File: src/rtl/regfile_arbiter.sv
// rtl/regfile_arbiter.sv - two-requester round-robin arbiter for a single-port synchronous-read register memory.
module regfile_arbiter #(
    parameter int ADDR_W = 8,
    parameter int DATA_W = 8
) (
    input  logic              clk,
    input  logic              reset,
    input  logic              a_req,
    input  logic              a_we,
    input  logic [ADDR_W-1:0] a_addr,
    input  logic [DATA_W-1:0] a_wdata,
    output logic              a_ack,
    output logic [DATA_W-1:0] a_rdata,
    input  logic              b_req,
    input  logic              b_we,
    input  logic [ADDR_W-1:0] b_addr,
    input  logic [DATA_W-1:0] b_wdata,
    output logic              b_ack,
    output logic [DATA_W-1:0] b_rdata,
    output logic              mem_en,
    output logic              mem_we,
    output logic [ADDR_W-1:0] mem_addr,
    output logic [DATA_W-1:0] mem_wdata,
    input  logic [DATA_W-1:0] mem_rdata
);

    typedef enum logic [1:0] {IDLE, ISSUE, DONE} state_t;

    state_t              state_q, state_d;
    logic                win_b_q, win_b_d;
    logic                we_q, we_d;
    logic                last_b_q, last_b_d;
    logic                mem_en_q, mem_en_d;
    logic                mem_we_q, mem_we_d;
    logic [ADDR_W-1:0]   mem_addr_q, mem_addr_d;
    logic [DATA_W-1:0]   mem_wdata_q, mem_wdata_d;
    logic                a_ack_q, a_ack_d;
    logic                b_ack_q, b_ack_d;
    logic [DATA_W-1:0]   a_rdata_q, a_rdata_d;
    logic [DATA_W-1:0]   b_rdata_q, b_rdata_d;

    logic                a_elig, b_elig, grant_b;

    always_comb begin
        state_d     = state_q;
        win_b_d     = win_b_q;
        we_d        = we_q;
        last_b_d    = last_b_q;
        mem_en_d    = 1'b0;
        mem_we_d    = 1'b0;
        mem_addr_d  = mem_addr_q;
        mem_wdata_d = mem_wdata_q;
        a_ack_d     = 1'b0;
        b_ack_d     = 1'b0;
        a_rdata_d   = a_rdata_q;
        b_rdata_d   = b_rdata_q;

        // A requester whose ack is still showing is dropping that request, not asking again.
        a_elig  = a_req & ~a_ack_q;
        b_elig  = b_req & ~b_ack_q;
        grant_b = b_elig & (~a_elig | ~last_b_q);

        case (state_q)
            IDLE: begin
                if (a_elig | b_elig) begin
                    win_b_d     = grant_b;
                    last_b_d    = grant_b;
                    we_d        = grant_b ? b_we : a_we;
                    mem_en_d    = 1'b1;
                    mem_we_d    = grant_b ? b_we : a_we;
                    mem_addr_d  = grant_b ? b_addr : a_addr;
                    mem_wdata_d = grant_b ? b_wdata : a_wdata;
                    state_d     = ISSUE;
                end
            end
            ISSUE: begin
                state_d = DONE;
            end
            DONE: begin
                if (win_b_q) begin
                    b_ack_d = 1'b1;
                    if (!we_q) b_rdata_d = mem_rdata;
                end else begin
                    a_ack_d = 1'b1;
                    if (!we_q) a_rdata_d = mem_rdata;
                end
                state_d = IDLE;
            end
            default: begin
                state_d = IDLE;
            end
        endcase
    end

    always_ff @(posedge clk) begin
        if (reset) begin
            state_q     <= IDLE;
            win_b_q     <= 1'b0;
            we_q        <= 1'b0;
            last_b_q    <= 1'b1;
            mem_en_q    <= 1'b0;
            mem_we_q    <= 1'b0;
            mem_addr_q  <= '0;
            mem_wdata_q <= '0;
            a_ack_q     <= 1'b0;
            b_ack_q     <= 1'b0;
            a_rdata_q   <= '0;
            b_rdata_q   <= '0;
        end else begin
            state_q     <= state_d;
            win_b_q     <= win_b_d;
            we_q        <= we_d;
            last_b_q    <= last_b_d;
            mem_en_q    <= mem_en_d;
            mem_we_q    <= mem_we_d;
            mem_addr_q  <= mem_addr_d;
            mem_wdata_q <= mem_wdata_d;
            a_ack_q     <= a_ack_d;
            b_ack_q     <= b_ack_d;
            a_rdata_q   <= a_rdata_d;
            b_rdata_q   <= b_rdata_d;
        end
    end

    assign a_ack     = a_ack_q;
    assign b_ack     = b_ack_q;
    assign a_rdata   = a_rdata_q;
    assign b_rdata   = b_rdata_q;
    assign mem_en    = mem_en_q;
    assign mem_we    = mem_we_q;
    assign mem_addr  = mem_addr_q;
    assign mem_wdata = mem_wdata_q;

endmodule

File: config.mk
export PLATFORM = sky130hd
export DESIGN_NAME = regfile_arbiter
export DESIGN_NICKNAME = d
export VERILOG_FILES = /design/src/rtl/regfile_arbiter.sv
export SDC_FILE = /design/constraint.sdc
export NUM_CORES = 1
export LEC_CHECK = 0
export CORE_UTILIZATION = 44
export CTS_CLUSTER_DIAMETER = 100
export CTS_CLUSTER_SIZE = 10
export DETAILED_ROUTE_END_ITERATION = 10
export PLACE_DENSITY_LB_ADDON = 0.05
export SYNTH_ARGS = -nofsm -noshare
export SYNTH_HDL_FRONTEND = slang
export SYNTH_SLANG_ARGS = --single-unit
File: constraint.sdc
create_clock -name clk -period 2.39 [get_ports clk]
set_clock_uncertainty 0.15 [all_clocks]
set_input_delay 0.478 -clock clk [delete_from_list [all_inputs] [get_ports clk]]
set_output_delay 0.478 -clock clk [all_outputs]
set_load 0.005 [all_outputs]
Yosys cells after proc, flatten, opt, wreduce, memory -nomap -nowiden
Index checks and enable logic that the tools add are counted.

ROM bits: 0. Latch bits: 0. Memories kept: 0. Register bits after elaboration: 41. Output and inout port bits: 36. Bits in writable memories: 0.

Reductions and logical operators: 7. Divide/modulo/power cells: 0. Magnitude comparators: 0. Mux-type cells: 8. Multiply operators: 0. Bitwise operators: 14. Add/sub/neg operators: 0. Eq/ne operators: 3. Shift-type cells: 0.

Operator list (number): $mux W8 (2); $not A1 Y1 (9); $reduce_and A3 Y1 (2); $mux W1 (4); $pmux W2 S2 (1); $reduce_or A2 Y1 (2); $and A1 B1 Y1 (3); $reduce_or A3 Y1 (1); $eq A2 B1 Y1 const B (1); $eq A2 B2 Y1 const B (1); $logic_not A2 Y1 (1); $mux W2 (1); $ne A2 B2 Y1 const B (1); $or A1 B1 Y1 (2); $reduce_and A2 Y1 (1).

Longest topological paths before layout
Depth after elaboration: 6. Gate-level depth with buffers: 6.

Worst setup path before layout
No wires, ideal clock.

Path kind: input-to-reg. Start point: input port b_req. End point: register mem_addr_q[0] (netlist: mem_addr[0]). Data arrival time: 1281 ps. Required time: 2152 ps. Stages: 6. Slack: 871 ps. Buffers on the path: 2. Setup time: 88 ps. Path through: nor2b_4 > and2_1 > buf_4 > buf_6 > nand2_1 > a311oi_2.

Cells in the longest elaborated chain, start to end: 3. Elaborated cells between the ends (all ways): 5. Classes of those cells: mux: 1; bitwise: 3; reduce/logical: 1.

Ends and longest elaborated chain: start, declared (RTL line 14) `input logic b_req,`; $and A1 B1 Y1 (*) (RTL line 60) `b_elig = b_req & ~b_ack_q;`; $and A1 B1 Y1 / $or A1 B1 Y1 (equally long branches) (RTL line 61, 65); $mux W8 / $reduce_and A2 Y1 (equally long branches); end signal, assigned (RTL line 116) `mem_addr_q <= mem_addr_d;`; end, declared (RTL line 35) `logic [ADDR_W-1:0] mem_addr_q, mem_addr_d;`.

Mark *: on every way between the ends. The rest lies on a longest branch, timed or not. A chain may end at the register's enable or synchronous reset.

Final worst setup path
Start point: register b_ack_q (netlist: b_ack). End point: output port b_ack.

RTL lines: start, declared (RTL line 38) `logic b_ack_q, b_ack_d;`; start signal, assigned (RTL line 119) `b_ack_q <= b_ack_d;`; end, declared (RTL line 18) `output logic b_ack,`.

No word-level cell between the ends.

==> metrics.yaml <==
startpoint_type: "flip-flop"
ctsHoldBuffers: 0
antenna_found_initial: 0
worst-path-buf-inv: 1
nNetsFinal: 308
via_per_inst: 4.83
area_growth_pct: 50.3
stdcell_count: 309
setup_viol: 0
cts.sinks: 41
grt_setup_unrepaired: "no"
drt_pass1_iterations: 5
cp.arrival_ps: 1170
gp_congestion: 0.705
cp_top_family: "buffers and inverters"
tightest_slew_ps: 719
grt_pass1_vias: 1442
synth_seq_area_share: 0.470
drtIter0Drc: 59
yosysWarnings: 0
drive_gt1_frac: 0.165
clk_pin_slew_ps: 70
grt_max_degree: 35
dpl_cell_area_sq_mm: 0.00255
die_w_microns: 65.0
period_share: 0.753
crit_type: "reg2out"
fp.dieH_microns: 65.0
power_mw: 1.54
status: "finished, final reports clean"
insertion_delay_ps: 280
dieArea_sq_mm: 0.00423
ant_nets: 0
cts_buffer_depth: 2
hold_class: "reg2reg"
ys_types: 29
crit_required_ps: 1760
num_antenna_cells: 0
worst-path-max-fanout: 2
synth_area_leaders: "dfxtp_1 47%, nand2_1 11%, a311oi_2 10%"
slew_headroom: 0.519
finalCriticalPeriod_ps: 1800
row_count: 22
cts_buffers: 5
drv_cap: 0
grt_usage: 0.195
finalHoldViolCount: 0
dp.cells: 303
slowest_stage: "clkdlybuf4s50_1"
path_cells: "clkdlybuf4s50_1"
postCtsSetupRepairBufs: 0
vdd_drop_max_v: 0.000398
drv_slew: 0
ys_seq_elements: 41
synthCells: 183
drt_wl_total_mm: 3.74
grt_pass1_wl_mm: 6.22
syn_nets: 229
fmax_ghz: 0.555
drc: 0
h-tree-depth: 2
synth_area_leader_cell: "dfxtp_1"
clock-root-buffer: "clkbuf_8"
synth_top_area_share: 0.470
mostFrequentLayoutCell: "clkdlybuf4s50_1"
grt_overflow: 0
fillers: 321
p_leak_nw: 0.942
design_area_sq_mm: 0.00263
wire_per_inst_microns: 12.1
core_area_sq_mm: 0.00374
setup-tns-final_ps: 0
cp-end-kind: "output pin"
dp_hpwl_mm: 2.65
num_vias: 1494
synth_area_sq_mm: 0.00175
port_buffers: 81
cp_slowest_stage_delay_ps: 520
final_cell_mix: "80 x clkdlybuf4s50_1, 51 x nand2_1, 41 x dfxtp_1"
start_util: 0.467
io_pins: 82
cts_tree: "built"
cts_resized: 0
synth_area_per_cell_sq_um: 9.54
power.density_mw_per_mm2: 587
-- cell families after synthesis --
group / after synthesis / share of synthesized area
AO/OA/AOI/OAI: 29 / 0.166
buffers and inverters: 13 / 0.0602
flip-flops: 41 / 0.470
multiplexers: 9 / 0.0516
AND/OR/NAND/NOR: 91 / 0.252
-- synth_stat cells (all sizes together) --
cell type   n
nor3b       1
buf        11
o21ai       1
nand3b      1
mux2i       9
a21oi      10
a211oi      1
a311oi     16
or4b        1
o21a        1
and4bb      2
nor2b       2
nor4b       2
nor3        1
dfxtp      41
and2        1
nand2      52
nor2       28
clkbuf      2
-- cell type report --
class | count | area [sq um] | area share
Clock inverter | 1 | 5.00 | 0.00191
Clock buffer | 5 | 68.8 | 0.0262
Timing Repair Buffer | 85 | 848 | 0.323
Sequential cell | 41 | 821 | 0.313
Tap cell | 48 | 60.1 | 0.0229
Multi-Input combinational cell | 129 | 822 | 0.313
-- routing by layer --
metal,track usage,part of all wire
met5,0,0
met4,0.0667,0.0059
met3,0.0827,0.070
met2,0.323,0.47
met1,0.222,0.45
-- flip-flops by register name, indices dropped and copies added, names as in the netlist --
| name | flops |
|---|---|
| a_rdata | 8 |
| b_rdata | 8 |
| mem_addr | 8 |
| mem_wdata | 8 |
| state_q | 2 |
| a_ack | 1 |
| b_ack | 1 |
| last_b_q | 1 |
| mem_en | 1 |
| mem_we | 1 |
| we_q | 1 |
| win_b_q | 1 |
-- final timing paths --
path | startpoint | end | slack, ps | depth (start not counted)
setup / recovery | b_ack$_SDFF_PP0_ | b_ack | 590 | 1
setup reg to reg | state_q[0]$_SDFFE_PP0P_ | a_rdata[1]$_SDFFE_PP0P_ | 850 | 3
hold reg to reg | a_rdata[1]$_SDFFE_PP0P_ | a_rdata[1]$_SDFFE_PP0P_ | 300 | 2
hold / removal | a_rdata[1]$_SDFFE_PP0P_ | a_rdata[1]$_SDFFE_PP0P_ | 300 | 2
-- stage by stage --
stage	hold slack [ps]	worst slack, ps	utilization
finish	304	589	0.701
floorplan	287	871	-
global placement	292	339	0.681
global route	326	500	0.701
detailed placement	296	311	0.681
CTS	307	568	0.701
-- report_power, final --
group / switching (mW) / internal [mW] / total (mW) / leakage, nW
combinational: 0.150 / 0.214 / 0.364 / 0.566
clock: 0.215 / 0.192 / 0.407 / 0.0399
sequential: 0.0345 / 0.734 / 0.769 / 0.336
total: 0.399 / 1.14 / 1.54 / 0.942
Power figures use the tool's default switching activity.
